File: src/rtl/rr_grant_ctrl.sv
// Round-robin arbiter for a 4-way shared resource with a bounded hold time.
// Emits a registered one-hot grant plus an index/enable pair that drives a 2:4 decoder.
module rr_grant_ctrl #(
    parameter int unsigned MAX_HOLD = 8
) (
    input  logic       i_clk,
    input  logic       i_rst_n,
    input  logic [3:0] i_req,
    output logic [3:0] o_gnt,
    output logic [1:0] o_gnt_idx,
    output logic       o_gnt_vld,
    output logic       o_timeout
);

    typedef enum logic [0:0] {
        StIdle,
        StGrant
    } state_e;

    state_e     r_state;
    logic [1:0] r_ptr;
    logic [7:0] r_hold_cnt;
    logic [3:0] r_gnt;
    logic [1:0] r_gnt_idx;
    logic       r_gnt_vld;
    logic       r_timeout;

    logic       w_any;
    logic       w_found;
    logic [1:0] w_cand;
    logic [1:0] w_winner;
    logic       w_own_req;
    logic       w_hold_max;

    // First requester found scanning upward from r_ptr, wrapping 3 -> 0.
    always_comb begin
        w_any    = |i_req;
        w_found  = 1'b0;
        w_cand   = r_ptr;
        w_winner = r_ptr;
        for (int i = 0; i < 4; i++) begin
            w_cand = r_ptr + 2'(i);
            if (!w_found && i_req[w_cand]) begin
                w_winner = w_cand;
                w_found  = 1'b1;
            end
        end
    end

    assign w_own_req  = i_req[r_gnt_idx];
    assign w_hold_max = (r_hold_cnt == 8'(MAX_HOLD));

    always_ff @(posedge i_clk) begin
        if (!i_rst_n) begin
            r_state    <= StIdle;
            r_ptr      <= 2'd0;
            r_hold_cnt <= 8'd0;
            r_gnt      <= 4'b0000;
            r_gnt_idx  <= 2'd0;
            r_gnt_vld  <= 1'b0;
            r_timeout  <= 1'b0;
        end else begin
            r_timeout <= 1'b0;
            case (r_state)
                StIdle: begin
                    if (w_any) begin
                        r_gnt_idx  <= w_winner;
                        r_gnt_vld  <= 1'b1;
                        r_gnt      <= 4'b0001 << w_winner;
                        r_hold_cnt <= 8'd1;
                        r_state    <= StGrant;
                    end
                end
                StGrant: begin
                    // A release on the limit cycle is a normal release, not a timeout.
                    if (!w_own_req) begin
                        r_gnt     <= 4'b0000;
                        r_gnt_vld <= 1'b0;
                        r_ptr     <= r_gnt_idx + 2'd1;
                        r_state   <= StIdle;
                    end else if (w_hold_max) begin
                        r_gnt     <= 4'b0000;
                        r_gnt_vld <= 1'b0;
                        r_timeout <= 1'b1;
                        r_ptr     <= r_gnt_idx + 2'd1;
                        r_state   <= StIdle;
                    end else begin
                        r_hold_cnt <= r_hold_cnt + 8'd1;
                    end
                end
                default: begin
                    r_state <= StIdle;
                end
            endcase
        end
    end

    assign o_gnt     = r_gnt;
    assign o_gnt_idx = r_gnt_idx;
    assign o_gnt_vld = r_gnt_vld;
    assign o_timeout = r_timeout;

    a_gnt_onehot0: assert property (@(posedge i_clk) disable iff (!i_rst_n) $onehot0(r_gnt));
    a_hold_bound: assert property (@(posedge i_clk) disable iff (!i_rst_n)
        r_hold_cnt <= 8'(MAX_HOLD));
    a_timeout_idle: assert property (@(posedge i_clk) disable iff (!i_rst_n)
        r_timeout |-> !r_gnt_vld);

endmodule
File: config.mk
export PLATFORM = sky130hd
export DESIGN_NAME = rr_grant_ctrl
export DESIGN_NICKNAME = d
export VERILOG_FILES = /design/src/rtl/rr_grant_ctrl.sv
export SDC_FILE = /design/constraint.sdc
export NUM_CORES = 1
export LEC_CHECK = 0
export CAP_MARGIN = 20
export CORE_UTILIZATION = 43
export CTS_BUF_LIST = sky130_fd_sc_hd__clkbuf_8 sky130_fd_sc_hd__clkbuf_16
export DETAILED_ROUTE_END_ITERATION = 7
export PLACE_DENSITY_LB_ADDON = 0.1
export SYNTH_ARGS = -nofsm -noshare
export SYNTH_HDL_FRONTEND = slang
export SYNTH_SLANG_ARGS = --single-unit
File: constraint.sdc
create_clock -name i_clk -period 1.6 [get_ports i_clk]
set_input_delay 0.24 -clock i_clk [delete_from_list [all_inputs] [get_ports i_clk]]
set_output_delay 0.24 -clock i_clk [all_outputs]
set_load 0.01 [all_outputs]
# Yosys cells after proc, flatten, opt, wreduce, memory -nomap -nowiden
# Cells that the tools add are included.
# totals
ff_bits	19
output_inout_bits	8
# classes
order_cmp	5
reduce_logical	12
add_sub_neg	5
n_mux	35
n_shift	1
bitwise_logic	1
n_eq_ne	6
# op_table
cell	count
$mux 8	3
$pmux 8 s2	1
$lt 2x3->1 const B	5
$mux 1	15
$mux 4	3
$bmux 1 s2	5
$mux 2	5
$add 8x1->8 const B	1
$eq 8x4->1 const B	1
$pmux 4 s2	1
$reduce_and 2->1	3
$reduce_and 3->1	2
$add 2x1->2 const B	2
$add 2x2->2 const B	2
$ne 2x1->1 const B	2
$ne 2x2->1 const B	2
$pmux 1 s2	2
$reduce_or 4->1	1
$shl 1x2->4 const A	1
$logic_and 1x1->1	3
$logic_not 1->1	3
$ne 3x2->1 const B	1
$not 1->1	1

# Depth between registers and ports, before layout
# logic_depth
ltp_word	15
mapped_depth	6
depth_no_buf	6

# Worst setup path before layout
# OpenSTA, ideal clock, no wires.
# synth_timing
path_type	reg2reg
from	reg r_hold_cnt[0]
to	reg r_gnt_vld (netlist: o_gnt_vld)
slack_ns	0.052
arrival_ns	1.432
period_less_slack_ns	1.548
required_ns	1.484
n_path_buf	0
path_stages_with_launch	7
cell_sequence	dfxtp_1 > inv_1 > ha_1 > nand4bb_1 > nor4_1 > o21ai_0 > o211a_1
# synth_between
elab_chain_cells	3
# synth_rtl
item	line	text
start, declared	22	logic [7:0] r_hold_cnt;
start signal, assigned	88	r_hold_cnt <= r_hold_cnt + 8'd1;
$eq 8x4->1	51	assign w_hold_max = (r_hold_cnt == 8'(MAX_HOLD));
$ne 3x2->1 (no source line)	--	
$reduce_and 2->1 (no source line)	--	
end signal, assigned	60	r_gnt_vld <= 1'b0;
end signal, assigned	68	r_gnt_vld <= 1'b1;
end signal, assigned	78	r_gnt_vld <= 1'b0;
end, declared	25	logic r_gnt_vld;
# No other way between the ends.
# A chain may end at the register's enable or synchronous reset.

# Worst setup path in the final report
# layout_timing
from	reg r_gnt_idx[1] (netlist: o_gnt_idx[1])
to	out o_gnt_idx[1]
# layout_lines
item	line	text
start, declared	24	logic [1:0] r_gnt_idx;
start signal, assigned	67	r_gnt_idx <= w_winner;
end, declared	10	output logic [1:0] o_gnt_idx,
# No word-level cell between the ends.

==> results.py <==
metrics = {
    "run_status": {
        "run_status": "finished, final reports clean",
    },
    "synth": {
        "synth_nets": 122,
        "ys_seq_area_share_pct": 38.4,
        "synth_warnings": 0,
        "syn_inst": 114,
        "synth.distinct_cells": 36,
        "synth-main-ff-cell": "dfxtp_1",
        "syn_area_um2": 991,
        "synth-edff-count": 0,
        "synthArstFlopShare_pct": 0,
        "synth-seq-cells": 19,
        "avgSynthCellArea_um2": 8.69,
    },
    "clocking": {
        "clockBufferDepth": 2,
        "cts-root-buf": "clkbuf_8",
        "cts_tree": "yes",
        "cts.sinks": 19,
        "cts_hold_buf": 0,
        "post-cts-setup-buffers": 0,
        "clk_latency_ns": 0.25,
        "cts_max_level": 1,
        "cts.reportedPaths.clkPinSlew_ns": 0.07,
        "cts_buffers": 3,
    },
    "global_route": {
        "grtUsageTotal_pct": 19.6,
        "antenna_found_initial": 0,
        "grt_pass1_wl_um": 3750,
        "grt_pass1_vias": 885,
        "grt_max_degree": 11,
        "overflow": 0,
    },
    "timing": {
        "timing.final.crit_period_ns": 1.53,
        "min_period_over_period_pct": 95.7,
        "clock.fmax_mhz": 653,
        "relSlewSlack_pct": 76.8,
        "finalSetupTns_ns": 0,
        "finalHoldViolCount": 0,
        "fin_skew_ns": 0.00461,
        "tightest_slew_ns": 0.344,
        "slew_violations": 0,
        "finalSetupViolCount": 0,
        "hold_ws_ns": 0.467,
        "rsz0062_at_grt": "false",
    },
    "power_and_ir_drop": {
        "peakVddDrop_uv": 594,
        "p_per_area_nw_per_um2": 785,
        "power_leakage_nw": 0.550,
        "p_total_w": 0.00111,
    },
    "setup_path": {
        "reg2reg_from": "r_hold_cnt[0]",
        "crit_type": "flip-flop to primary output",
        "reg2reg_to": "r_hold_cnt[0]",
        "crit_buf_inv": 2,
        "r2r_setup_slack_ns": 0.08,
        "crit_chain": "buf_4, clkdlybuf4s50_1",
        "critPathTopFamily": "buffers and inverters",
        "slowest_delay_ns": 0.53,
        "cp_slowest_cell": "clkdlybuf4s50_1",
        "worstPathMaxFanout": 4,
        "worst_setup_path_end_kind": "primary output",
        "rr_worst_depth": 6,
        "startpoint_type": "flip-flop",
        "cp.required_ns": 1.36,
        "arrival_ns": 1.29,
    },
    "die": {
        "initial_utilization_pct": 45.2,
        "die_w_um": 50.0,
        "pin_count": 14,
        "dieArea_um2": 2500,
        "core_area_um2": 2190,
        "rows": 17,
        "die_h_um": 50.0,
    },
    "cells_and_area": {
        "final_layout_size_suffix_gt1_share_pct": 27.3,
        "multi_input_comb_area_um2": 646,
        "final_cell_area_um2": 1420,
        "nets": 159,
        "ff_latch_area_um2": 384,
        "n_antenna_cell": 0,
        "fillers": 199,
        "area_growth_pct": 43.2,
    },
    "hold_path": {
        "worstHoldStart": "o_gnt[0]",
        "min_to": "o_gnt[0]",
        "hold_class": "flip-flop to flip-flop",
        "hold_depth": 1,
    },
    "placement": {
        "port_buffers": 13,
        "gp_congestion": 0.878,
        "placed_area_um2": 1310,
        "post-dp-hpwl_um": 1760,
    },
    "routing": {
        "wl_per_cell_um": 13.5,
        "via_count": 1004,
        "wirelength_um": 2400,
        "ant_nets": 0,
        "drt_iter0_drc": 19,
        "drc": 0,
        "first_pass_iters": 4,
        "via_per_inst": 5.64,
    },
    "flow_run": {
        "drv_cap": 0,
    },
}
cells in the final DEF, fill, tap and decap left out, types with 3 or more instances in the layout:
| cell type | synthesis | final |
|---|---|---|
| or3_1 | 3 | 3 |
| o21ai_0 | 7 | 6 |
| mux2i_1 | 5 | 5 |
| nor3_1 | 3 | 3 |
| clkbuf_8 | 0 | 3 |
| a21oi_1 | 11 | 10 |
| a32o_1 | 4 | 4 |
| dfxtp_2 | 0 | 3 |
| nand2_1 | 11 | 11 |
| nor2_1 | 4 | 4 |
| inv_1 | 5 | 4 |
| dfxtp_1 | 19 | 16 |
| buf_4 | 0 | 22 |
| nand3_1 | 3 | 3 |
| clkdlybuf4s50_1 | 0 | 9 |
| nor2b_1 | 3 | 3 |
| dlygate4sd2_1 | 0 | 4 |
through the flow:
step                std cells  worst slack (ns)  utilization, %
finish                    178            0.0681            64.8
floorplan                 114            0.0522               -
CTS                       179            0.0388            62.3
detailed placement        175            -0.374            59.7
global placement          175            -0.340            59.7
global route              178           0.00498            64.8
repair_timing:
action | in CTS | in global routing
setup endpoints to repair | 16 | 10
pin swaps | 0 | 3
gates resized for setup | 7 | 14
worst register-to-register path, cell delays in order, from the launching register on:
cell and delay [ns]:
dfxtp_2 0.33, inv_2 0.07, ha_4 0.14, nand4bb_4 0.13
or4_4 0.48, a21oi_2 0.17, a21oi_1 0.08
routing by layer:
metal / up-vias / part of all wire [%] / track usage (%)
li1: 503 / - / -
met2: 18 / 47 / 31.6
met5: - / 0 / 0
met1: 481 / 49 / 25.9
met3: 2 / 3.0 / 3.09
met4: 0 / 0.71 / 7.14
worst max path at each step:
stage                          endpoint  slack (ns)     startpoint  cells after the start
after floorplan               o_gnt_vld        0.05  r_hold_cnt[0]                      6
after global placement         o_gnt[2]       -0.34       i_req[3]                      5
after detailed placement  r_hold_cnt[5]       -0.37       i_req[3]                      6
after CTS                 r_hold_cnt[0]        0.04  r_hold_cnt[0]                      6
after global routing      r_hold_cnt[1]       0.005  r_hold_cnt[0]                      7
final                      o_gnt_idx[1]        0.07   o_gnt_idx[1]                      2
layout make-up:
type | instances | share of cell area, %
multi-input combinational | 87 | 45.5
sequential | 19 | 27.1
timing repair buffer | 35 | 20.5
clock buffer | 3 | 2.91
tap | 28 | 2.47
inverter | 5 | 1.32
clock inverter | 1 | 0.265
cells in the mapped netlist, drive strengths merged, types with 2 or more instances:
cell / count / area share, %
o21ai: 7 / 3.5
nor4: 2 / 1.3
ha: 2 / 2.5
a32o: 4 / 4.0
or2: 2 / 1.3
or3: 3 / 1.9
o31ai: 3 / 2.3
a21oi: 11 / 5.6
inv: 5 / 1.9
o211a: 2 / 2.0
a21o: 2 / 1.5
mux2i: 5 / 5.1
nor3: 3 / 1.5
and4: 2 / 1.8
nand2b: 2 / 1.3
nor2: 4 / 1.5
buf: 2 / 1.6
dfxtp: 19 / 38
nand3: 3 / 1.5
nand2: 11 / 4.2
o211ai: 2 / 1.5
nor2b: 3 / 1.9
or4: 3 / 2.3
registers in the layout, indices dropped and copies added (netlist names):
name and cells:
o_gnt_idx 2, o_timeout 1, r_hold_cnt 8, o_gnt_vld 1, o_gnt 4, r_state 1
r_ptr 2
cell families after synthesis:
group / after synthesis / share of synthesized area, %
adder cells (fa/ha/maj): 2 / 2.52
multiplexers: 6 / 6.19
buffers and inverters: 8 / 3.91
flip-flops: 19 / 38.4
XOR/XNOR: 1 / 0.884
AO/OA/AOI/OAI: 35 / 23.7
AND/OR/NAND/NOR: 43 / 24.4
power by group:
group	total, W	internal [W]	switching [W]
sequential	0.000518	0.000499	0.0000195
clock	0.000332	0.000170	0.000161
combinational	0.000264	0.000141	0.000123
Power figures use the tool's default switching activity.
